$ cat config.mk
export PLATFORM = sky130hd
export DESIGN_NAME = pwm_duty_decoder
export DESIGN_NICKNAME = d
export VERILOG_FILES = /design/src/rtl/pwm_duty_decoder.sv
export SDC_FILE = /design/constraint.sdc
export NUM_CORES = 1
export LEC_CHECK = 0
export CAP_MARGIN = 40
export CORE_MARGIN = 3
export CORE_UTILIZATION = 30
export CTS_CLUSTER_SIZE = 10
export DETAILED_ROUTE_END_ITERATION = 10
export GPL_ROUTABILITY_DRIVEN = 1
export PLACE_DENSITY = 0.56
export SETUP_SLACK_MARGIN = 0.3
export SYNTH_ARGS = -nofsm -noshare
export SYNTH_HDL_FRONTEND = slang
export SYNTH_SLANG_ARGS = --single-unit
$ cat constraint.sdc
create_clock -name clk -period 2.55 [get_ports clk]
set_input_delay 0.3825 -clock clk [delete_from_list [all_inputs] [get_ports clk]]
set_output_delay 0.3825 -clock clk [all_outputs]
set_load 0.01 [all_outputs]
$ cat src/rtl/pwm_duty_decoder.sv
// Recovers the duty word of a counter<duty PWM line, one result per frame of PERIOD clocks.
// Locks to the frame on the first rising edge and flags rises at unexpected frame positions.
module pwm_duty_decoder #(
  parameter int unsigned WIDTH       = 8,
  parameter int unsigned PERIOD      = 256,
  parameter int unsigned SYNC_STAGES = 2
) (
  input  logic             clk,
  input  logic             rst,
  input  logic             en,
  input  logic             pwm_in,
  output logic [WIDTH-1:0] duty_out,
  output logic             valid,
  output logic             sat,
  output logic             locked,
  output logic             err
);

  localparam int unsigned IDX_W     = $clog2(PERIOD);
  localparam int unsigned CNT_W     = WIDTH + 1;
  localparam int unsigned MAX_DUTY  = (2 ** WIDTH) - 1;
  localparam int unsigned FULL_DUTY = (PERIOD < MAX_DUTY) ? PERIOD : MAX_DUTY;
  localparam logic [IDX_W-1:0] LAST_IDX = IDX_W'(PERIOD - 1);

  typedef enum logic {
    SEARCH  = 1'b0,
    MEASURE = 1'b1
  } state_e;

  state_e                 state_q, state_d;
  logic [SYNC_STAGES-1:0] sync_q;
  logic                   s_d_q;
  logic [IDX_W-1:0]       idx_q, idx_d;
  logic [CNT_W-1:0]       hi_q, hi_d;
  logic [WIDTH-1:0]       duty_q, duty_d;
  logic                   sat_q, sat_d;
  logic                   valid_q, valid_d;
  logic                   err_q, err_d;
  logic                   locked_q, locked_d;

  logic             s;
  logic             rise;
  logic [CNT_W-1:0] n;

  assign s    = sync_q[SYNC_STAGES-1];
  assign rise = s & ~s_d_q;
  assign n    = hi_q + CNT_W'(s);

  // State, counters, synchronizer and registered outputs
  always_ff @(posedge clk) begin
    if (rst) begin
      state_q  <= SEARCH;
      sync_q   <= '0;
      s_d_q    <= 1'b0;
      idx_q    <= '0;
      hi_q     <= '0;
      duty_q   <= '0;
      sat_q    <= 1'b0;
      valid_q  <= 1'b0;
      err_q    <= 1'b0;
      locked_q <= 1'b0;
    end else begin
      state_q  <= state_d;
      sync_q   <= {sync_q[SYNC_STAGES-2:0], pwm_in};
      s_d_q    <= s;
      idx_q    <= idx_d;
      hi_q     <= hi_d;
      duty_q   <= duty_d;
      sat_q    <= sat_d;
      valid_q  <= valid_d;
      err_q    <= err_d;
      locked_q <= locked_d;
    end
  end

  // Frame tracking and duty recovery
  always_comb begin
    state_d = state_q;
    idx_d   = idx_q;
    hi_d    = hi_q;
    duty_d  = duty_q;
    sat_d   = sat_q;
    valid_d = 1'b0;
    err_d   = 1'b0;

    if (!en) begin
      state_d = SEARCH;
      idx_d   = '0;
      hi_d    = '0;
    end else begin
      unique case (state_q)
        SEARCH: begin
          if (rise) begin
            state_d = MEASURE;
            idx_d   = IDX_W'(1);
            hi_d    = CNT_W'(1);
          end else if (idx_q == LAST_IDX) begin
            // No edge for a whole frame: the line sits at a constant level
            valid_d = 1'b1;
            duty_d  = s ? WIDTH'(FULL_DUTY) : '0;
            sat_d   = s;
            idx_d   = '0;
          end else begin
            idx_d = idx_q + IDX_W'(1);
          end
        end
        MEASURE: begin
          if (rise && (idx_q != '0)) begin
            err_d = 1'b1;
            idx_d = IDX_W'(1);
            hi_d  = CNT_W'(1);
          end else if (idx_q == LAST_IDX) begin
            valid_d = 1'b1;
            duty_d  = (n > CNT_W'(MAX_DUTY)) ? WIDTH'(MAX_DUTY) : n[WIDTH-1:0];
            sat_d   = (n == CNT_W'(PERIOD));
            idx_d   = '0;
            hi_d    = '0;
          end else begin
            idx_d = idx_q + IDX_W'(1);
            hi_d  = n;
          end
        end
        default: state_d = SEARCH;
      endcase
    end

    locked_d = (state_d == MEASURE);
  end

  assign duty_out = duty_q;
  assign valid    = valid_q;
  assign sat      = sat_q;
  assign locked   = locked_q;
  assign err      = err_q;

endmodule

# Word-level counts from Yosys, hierarchy flattened
# Cells that the tools add are included.
# totals
wordCells	55
reg_bits	32
rom_bits	0
in_bits	4
n_memories	0
output_inout_bits	12
mem_bits_rw	0
latchBits	0
# op_classes
shift	0
n_eq_ne	7
order_cmp	1
addsub	2
reduce_logical	5
bitwise	4
div	0
n_mux	27
mul	0
# ops
cell	n
two-way mux 8 bit	9
case mux 8 bit (2 select lines)	2
two-way mux 9 bit	3
case mux 9 bit (2 select lines)	1
two-way mux 1 bit	10
adder 9 x 1 -> 9 bit	1
== test 9 bit, second input constant	1
> comparator 9 x 8 -> 1 bit, second input constant	1
adder 8 x 1 -> 8 bit, second input constant	1
== test 8 bit, second input constant	1
inequality test 2 bit, second input constant	4
nonzero test 8 bit	1
AND reduction 5 bit	1
case mux 1 bit (2 select lines)	2
inverter 1 bit	3
OR reduction 3 bit	1
inequality test 2 x 1 -> 1 bit, second input constant	1
OR reduction 2 bit	1
bitwise AND 1 bit	1
logical AND 1 bit	1

# Depth between registers and ports, before layout
# Gate-level depths: netlist of the first run.
# depth
ltp_word	6
mapped_depth	7
ltp_nobuf	7

# Worst setup path after synthesis of the first run
# No wires, ideal clock.
# synth_path
path_type	reg-to-reg
from	register sync_q[1]
to	register duty_q[2] (netlist: duty_out[2])
setup_time_ns	0.117
arrival_time_ns	2.070
n_path_buf	0
path_stages_with_launch	8
setup_slack_ns	0.364
t_required_ns	2.433
synth_period_minus_slack_ns	2.186
path_cell_list	dfxtp_1 ha_1 ha_1 nand3_2 o21a_1 or2_4 or4_1 a22o_1
# synth_between
elab_chain_len	6
word_cells_on_any_way	14
classes_between	add/sub: 1; order compare: 1; eq/ne: 2; mux: 7; bitwise: 1; reduce/logical: 2
# synth_rtl
element	line	rtl
start: declaration	31	logic [SYNC_STAGES-1:0] sync_q;
start signal: assignment	64	sync_q <= {sync_q[SYNC_STAGES-2:0], pwm_in};
adder 9 x 1 -> 9 bit	47	assign n = hi_q + CNT_W'(s);
> comparator 9 x 8 -> 1 bit	114	duty_d = (n > CNT_W'(MAX_DUTY)) ? WIDTH'(MAX_DUTY) : n[WIDTH-1:0];
two-way mux 8 bit	114	
two-way mux 8 bit	112	end else if (idx_q == LAST_IDX) begin
two-way mux 8 bit	108	if (rise && (idx_q != '0)) begin
case mux 8 bit (2 select lines)	91	unique case (state_q)
end signal: assignment	68	duty_q <= duty_d;
end: declaration	35	logic [WIDTH-1:0] duty_q, duty_d;
# Parallel ways exist; a longest one is shown, timed or not. The select of a mux whose other input is x is not followed.
# A chain may end at the register's enable or synchronous reset.

# Worst setup path in the final report of the first run
# layout_path
from	register sync_q[1]
to	register duty_q[3] (netlist: duty_out[3])
# Same word-level chain as after synthesis.

==> metrics.md, run 1 <==
| Metric | Value |
|---|---|
| Outcome | `finished, final reports clean` |
| Setup TNS | `0 ns` |
| Proportion of synthesized chip area in sequential cells | `about two fifths` |
| Sequential cell area | `roughly 640 um2` |
| Synthesized-area fraction occupied by adder cells | `roughly 3.3%` |
| Dominant combinational cell family by area after synthesis | `simple AND/OR/NAND/NOR gates` |
| Crit path max fanout | `7` |
| Die Footprint | `0.005994 mm2` |
| Aggregate routed wire length | `between 3000 and 4000 um` |
| Biggest area contributors in the synthesized netlist | `dfxtp_1 42%, nor2_1 4.7%, a22o_1 4.0%, nand2_1 3.4%, ha_1 3.3%` |
| Tightest slew margin relative to the limit | `69.56%` |
| Summed instance area of the synthesized netlist | `~0.0015 mm2` |
| Most used flip-flop cell after synthesis | `dfxtp_1` |
| Total nets after synthesis | `between 150 and 200` |
| Multiplexer area fraction after synthesis | `0%` |
| Height of the chip | `just under 80 um` |
| Maximum clock frequency | `roughly 0.47 GHz` |
| Worst min path class | `register to register` |
| GRT Overall Usage | `12.04%` |
| Count of routing violations after the opening detailed-route iteration | `61` |
| Count of distinct cell types in the synthesized netlist | `40` |
| Initial antenna violation count | `0` |
| Clock slew at the register clock pins of the worst setup and hold paths | `around 0.07 ns` |
| Global placer's final weighted congestion | `0.7648` |
| Post-layout nets | `200` |
| Most frequent cells in the layout | `31 x dfxtp_1, 19 x nor2_1, 15 x clkdlybuf4s50_1, 14 x nand2_1, 10 x nand3_1` |
| Die width | `77.42 um` |
| Met2 Routed Length | `1308 um` |
| Count of antenna-violating nets left after detailed routing | `0` |
| Number of input and output port buffers inserted | `15` |
| Slew at the pin with the worst max-slew slack | `0.4546 ns` |
| Dpl ws | `between 0.15 and 0.2 ns` |
| Library cell occupying the most area in the post-synthesis netlist | `dfxtp_1` |
| Drt wl/cell | `roughly 13 um` |
| Max-cap violation count | `0` |
| Ys Warns | `0` |
| Count of mapped cells out of synthesis | `roughly 180` |
| Wire length of the first global-routing pass | `5754 um` |
| Overall via count from detail_route | `approximately 1300` |
| Top Layer Used | `met4` |
| Post-Synthesis Mean Instance Area | `just under 9 um2` |
| Leakage power summed over all cells | `0.6239 nW` |
| Global route overflow | `0` |
| Kind of end point of the critical path | `register` |
| Final-report hold violation count | `0` |
| Flip-flop and latch count after synthesis | `32` |
| Clock latency of the later-clocked register in the worst-skew pair | `between 0.2 and 0.3 ns` |
| Post-synthesis to final-layout area growth | `20.44%` |
| Post-DP HPWL | `2363 um` |
| Setup violators final | `0` |
| Vias per cell | `approximately 4.9` |
| Synth Area in XOR/XNOR | `around 4.0%` |
| Category of the worst setup path launch point | `register` |
| Required time worst endpoint | `~2.7 ns` |
| Final Max Tran Viols | `0` |
| Final Worst Setup Slack | `slightly above 0.4 ns` |
| Commonest non-fill, non-tap cell in the layout | `dfxtp_1` |
| Final min period | `between 2 and 2.5 ns` |
| Layout cell share with drive strength beyond 1 | `between 10% and 20%` |
| Crit path kind | `register to register` |
| Largest net degree at the start of global routing | `12` |
| Clk buf depth | `2` |
| DRC errors left | `0` |
| VDD IR-drop max | `approximately 0.16 mV` |
| Number of buffers added by the clock tree synthesis step | `5` |
| Number of sinks driven by the clock tree | `32` |
| Critical Path AT | `about 2.3 ns` |
| Top cell type's share of synthesized area | `between 40% and 50%` |
| Worst R2R Setup Slack | `0.40 ns` |
| Power density of the placed cells | `518.6 mW/mm2` |
| I/O pin count | `16` |
| Count of hold-fix buffers inserted at cts | `0` |
| Area of the multi-input gates | `between 800 and 900 um2` |
| Async set-or-reset flop fraction in the synthesized netlist | `0%` |
| Number of global-route vias before repair | `1187` |
| Number of optimization iterations in the first detailed-route pass | `5` |
| Starting density of the core | `a little under a third` |
| Met1 layer wirelength in the final routing | `~1700 um` |
| Number of enable flip-flop cells after synthesis | `0` |
| Number of diodes | `0` |
| Clock Skews | `0.007166 ns` |
| H-Tree Level Count | `2` |
| Standard cell core area | `between 0.004 and 0.005 mm2` |
| Cell chosen for the clock root | `clkbuf_8` |
| Post-synthesis share of cell area spent on and, or, nand and nor gates | `31.56%` |
| Post-synthesis compound-gate area fraction | `14.96%` |
| Setup Buffers After CTS | `0` |
| Row Count | `25` |
| Final critical-path share of the clock period | `84.14%` |
| TritonCTS clock tree | `yes` |
| Met3 routed wirelength | `roughly 220 um` |
| Layout filler cell count | `507` |
| Setup repair after global routing missed its margin | `no` |
[per-stage QoR]
step           hold slack [ns]  power (mW)  std cells  cell area (um2)  utilization (%)
2_1_floorplan           0.4138      0.5427        175             1530                -
3_3_place_gp            0.4251      0.5599        252             1724            35.79
3_5_place_dp            0.4234      0.5596        252             1724            35.79
4_1_cts                 0.4581      0.9667        260             1842            38.23
5_1_grt                 0.4586      0.9954        260             1843            38.26
6_report                0.4456      0.9557        260             1843            38.26
[registers in the layout, indices dropped and copies added (netlist names), 2 cells and up]
name	cells
sync_q	2
duty_out	8
hi_q	9
idx_q	8
[worst max-delay path, stage by stage (launching register included)]
cell     delay, ns
dfxtp_2       0.38
ha_4          0.18
ha_4          0.17
nand3_2       0.11
o21a_1        0.22
or2_4         0.28
or4_1         0.50
a22o_1        0.20
[layer usage]
| layer | vias to the layer above | track usage, % |
|---|---|---|
| li1 | 655 | - |
| met1 | 569 | 16.69 |
| met2 | 41 | 16.75 |
| met3 | 5 | 3.364 |
| met4 | 0 | 6.406 |
| met5 | - | 0 |
[Yosys cell counts (all sizes together) (2+ instances only)]
library cell,count
ha,4
nand2b,5
nor2b,4
buf,4
o21ai,7
xnor2,4
o21a,2
inv,3
nand4,2
a21oi,8
nand3b,3
and2,3
and2b,2
nand3,11
or4,4
xor2,3
nor2,19
dfxtp,32
a22o,7
and3,6
or2,3
a22oi,5
nor3,10
clkbuf,3
nand2,14
[cells by family (layout without fill, tap and decap cells)]
| group | after synthesis | in the layout |
|---|---|---|
| fa+ha+maj | 4 | 4 |
| compound gates | 34 | 34 |
| xor+xnor | 7 | 7 |
| buf+inv | 10 | 28 |
| simple gates | 88 | 88 |
| flops | 32 | 32 |
[timing repair]
action	CTS	global route
gates resized for setup	4	1
endpoints found under the hold margin	0	0
setup endpoints to repair	3	3
[final timing paths]
path                                 from           to  cells after the start
worst max-delay path            sync_q[1]  duty_out[3]                      7
worst max register to register  sync_q[1]  duty_out[3]                      7
worst min-delay path            sync_q[0]    sync_q[1]                      1
worst min register to register  sync_q[0]    sync_q[1]                      1
[power breakdown]
group | total (mW) | internal, mW | switching [mW]
Clock | 0.406 | 0.215 | 0.191
Combinational | 0.0422 | 0.0179 | 0.0242
Sequential | 0.508 | 0.504 | 0.00358
Total | 0.956 | 0.737 | 0.219
[area by class of cell]
type | instances | share of cell area, %
Inverter | 3 | 0.6110
Clock inverter | 2 | 0.5431
Sequential cell | 32 | 34.83
Tap cell | 67 | 4.549
Timing Repair Buffer | 17 | 8.961
Multi-Input combinational cell | 133 | 46.03
Clock buffer | 6 | 4.481
(Power assumes the default switching activity.)
==> inputs of run 2 (changes only) <==
==> constraint.sdc (replaced) <==
create_clock -name clk -period 2.25 [get_ports clk]
set_input_delay 0.3375 -clock clk [delete_from_list [all_inputs] [get_ports clk]]
set_output_delay 0.3375 -clock clk [all_outputs]
set_load 0.01 [all_outputs]
==> run 2 against run 1 <==
Die area unchanged. Sequential power up 13%. Clock skew down 0.0026 ns. Worst setup slack worse by 0.11 ns. Critical path type unchanged. Largest power group unchanged.
==> metrics.md, run 2 (synthesis gave the netlist of run 1 again) <==
| Metric | Value |
|---|---|
| Flop pwr share | `52.0% (was 53.1%)` |
| Count of antenna-violating nets left after detailed routing | `0 (unchanged)` |
| Worst R2R Setup Slack | `0.29 ns (was 0.40 ns)` |
| Clock slew at the register clock pins of the worst setup and hold paths | `0.06 ns (was 0.07 ns)` |
| Power density of the placed cells | `557.3 mW/mm2 (was 518.6 mW/mm2)` |
| VDD IR-drop max | `0.1643 mV (was 0.1618 mV)` |
| Vias per cell | `4.955 (was 4.885)` |
| Commonest non-fill, non-tap cell in the layout | `dfxtp_1 (unchanged)` |
| Slowest stage cell on the critical path | `or4_1 (unchanged)` |
| Setup violators final | `0 (unchanged)` |
| Part of the total power dissipated in combinational logic | `5.2% (was 4.4%)` |
| Post-layout nets | `210 (was 200)` |
| Clk buf depth | `2 (unchanged)` |
| Number of input and output port buffers inserted | `15 (unchanged)` |
| Clock network fraction of total power | `42.8% (was 42.5%)` |
| Category of the worst setup path launch point | `register (unchanged)` |
| Worst min path class | `register to register (unchanged)` |
| Number of sinks driven by the clock tree | `32 (unchanged)` |
| Die width | `77.42 um (unchanged)` |
| Maximum clock frequency | `0.5107 GHz (was 0.4661 GHz)` |
| Sw Pwr | `0.2355 mW (was 0.2186 mW)` |
| I/O pin count | `16 (unchanged)` |
| Number of global-route vias before repair | `1274 (was 1187)` |
| Flip-flop count of the largest register after layout | `9 (unchanged)` |
| Crit path max fanout | `6 (was 7)` |
| Starting density of the core | `31.77% (unchanged)` |
| Initial antenna violation count | `0 (unchanged)` |
| Tightest slew margin relative to the limit | `67.82% (was 69.56%)` |
| Worst reg2reg path startpoint | `hi_q[0] (was sync_q[1])` |
| Crit path kind | `register to register (unchanged)` |
| TritonCTS clock tree | `yes (unchanged)` |
| Number of optimization iterations in the first detailed-route pass | `4 (was 5)` |
| Longest individual stage delay on the worst path | `0.48 ns (was 0.50 ns)` |
| Final Max Tran Viols | `0 (unchanged)` |
| Number of buffers added by the clock tree synthesis step | `5 (unchanged)` |
| Overall via count from detail_route | `1333 (was 1270)` |
| Depth of the worst register-to-register path | `7 (unchanged)` |
| Final min period | `1.958 ns (was 2.146 ns)` |
| Ordered cell list for the critical path | `ha_4 -> ha_4 -> nand3_4 -> o21a_1 -> or2_4 -> or4_1 -> a22o_1 (was ha_4 -> ha_4 -> nand3_2 -> o21a_1 -> or2_4 -> or4_1 -> a22o_1)` |
| Post-DP HPWL | `2432 um (was 2363 um)` |
| Cell-internal power | `0.8697 mW (was 0.7371 mW)` |
| Launching element of the worst setup path | `hi_q[0] (was sync_q[1])` |
| Sw frac | `21.31% (was 22.87%)` |
| CP Capture Point | `duty_out[2] (was duty_out[3])` |
| Kind of end point of the critical path | `register (unchanged)` |
| Dominant delay contributor by cell family on the critical path | `simple AND/OR/NAND/NOR gates (unchanged)` |
| Required time worst endpoint | `2.42 ns (was 2.73 ns)` |
| Endpoint of the worst register-to-register path | `duty_out[2] (was duty_out[3])` |
| Height of the chip | `77.42 um (unchanged)` |
| Outcome | `finished, final reports clean (unchanged)` |
| Final critical-path share of the clock period | `87.02% (was 84.14%)` |
| Post-synthesis to final-layout area growth | `29.60% (was 20.44%)` |
| Total number of cells along the worst setup path | `7 (unchanged)` |
| Wire length of the first global-routing pass | `6023 um (was 5754 um)` |
| Critical Path AT | `2.13 ns (was 2.33 ns)` |
| Aggregate routed wire length | `3532 um (was 3274 um)` |
| Final-report hold violation count | `0 (unchanged)` |
| Max-cap violation count | `0 (unchanged)` |
| Setup TNS | `0 ns (unchanged)` |
| Global route overflow | `0 (unchanged)` |
| Buffer and inverter count on the worst path | `0 (unchanged)` |
| GRT Overall Usage | `12.54% (was 12.04%)` |
| Most frequent cells in the layout | `28 x dfxtp_1, 19 x nor2_1, 15 x clkdlybuf4s50_1, 14 x nand2_1, 12 x buf_4 (was 31 x dfxtp_1, 19 x nor2_1, 15 x clkdlybuf4s50_1, 14 x nand2_1, 10 x nand3_1)` |
| Row Count | `25 (unchanged)` |
| Top register by number of flip-flops | `hi_q (unchanged)` |
| Cell repeated most along the worst path | `ha_4 (unchanged)` |
| DRC errors left | `0 (unchanged)` |
| Global placer's final weighted congestion | `0.8122 (was 0.7648)` |
| Standard cell core area | `0.004817 mm2 (unchanged)` |
| End-of-flow core utilization | `41.17% (was 38.26%)` |
| Cell chosen for the clock root | `clkbuf_8 (unchanged)` |
| Clock Skews | `0.004583 ns (was 0.007166 ns)` |
| Setup repair after global routing missed its margin | `yes (was no)` |
| Clock latency of the later-clocked register in the worst-skew pair | `0.28 ns (was 0.29 ns)` |
| Count of routing violations after the opening detailed-route iteration | `30 (was 61)` |
| Number of diodes | `0 (unchanged)` |
| H-Tree Level Count | `2 (unchanged)` |
| Largest net degree at the start of global routing | `12 (unchanged)` |
| Die Footprint | `0.005994 mm2 (unchanged)` |
| Drt wl/cell | `13.13 um (was 12.59 um)` |
| Leakage power summed over all cells | `0.6941 nW (was 0.6239 nW)` |
| Slew at the pin with the worst max-slew slack | `0.4827 ns (was 0.4546 ns)` |
| Layout cell share with drive strength beyond 1 | `21.78% (was 13.99%)` |
-- run 2: changes by cell type in the layout (fill, tap and decap cells not counted), moves of 2 or more --
| cell | before | now |
|---|---|---|
| nor3_2 | 1 | 3 |
| dfxtp_1 | 31 | 28 |
| buf_4 | 2 | 12 |
| dfxtp_2 | 1 | 3 |
| nor3_1 | 9 | 7 |
| clkinv_2 | 2 | 0 |
-- run 2: repair_timing --
action                     4_1_cts  5_1_grt
resized for setup                5        7
setup buffers                    5        2
setup endpoints to repair        8       14
hold buffers                     0        0
pin swaps                        7        5
-- run 2: layout make-up --
| class | instances | area (um2) |
|---|---|---|
| inverter | 3 | 11.26 |
| sequential | 32 | 648.1 |
| timing repair buffer | 27 | 240.2 |
| tap | 67 | 83.83 |
| clock buffer | 7 | 96.34 |
| multi-input combinational | 133 | 903.4 |
| fill | 515 | 2834 |
-- run 2: metal layers --
metal	vias to the layer above	GRT usage, %	part of all wire, %
li1	675	-	-
met1	630	16.07	49
met2	23	20.03	46
met3	5	3.364	3.0
met4	0	4.804	1.6
met5	-	0	0
-- run 2: per-stage QoR --
step                      std cells  hold WS [ns]  instance area (um2)  power [mW]  setup WS, ns
final                           269        0.4423                 1983       1.105        0.2921
after global routing            269        0.4618                 1983       1.147        0.2093
after CTS                       267        0.4475                 1934       1.110        0.2895
after detailed placement        255        0.4392                 1782      0.6391        0.1696
after global placement          255        0.4393                 1782      0.6391        0.2379
after floorplan                 175        0.4017                 1565      0.6166        0.3128
-- run 2: power by group through the flow --
stage | Combinational, mW | Sequential, mW | Clock [mW]
floorplan | 0.0291 | 0.588 | 0
global placement | 0.0510 | 0.588 | 0
detailed placement | 0.0508 | 0.588 | 0
CTS | 0.0536 | 0.574 | 0.482
global route | 0.0630 | 0.575 | 0.510
finish | 0.0572 | 0.575 | 0.473
-- run 2: worst min path at each step --
stage | to | start | cells past startpoint
4_1_cts | sync_q[1] | sync_q[0] | 1
6_report | sync_q[1] | sync_q[0] | 1
5_1_grt | sync_q[1] | sync_q[0] | 1
3_5_place_dp | sync_q[1] | sync_q[0] | 1
3_3_place_gp | sync_q[1] | sync_q[0] | 1
2_1_floorplan | sync_q[1] | rst | 1
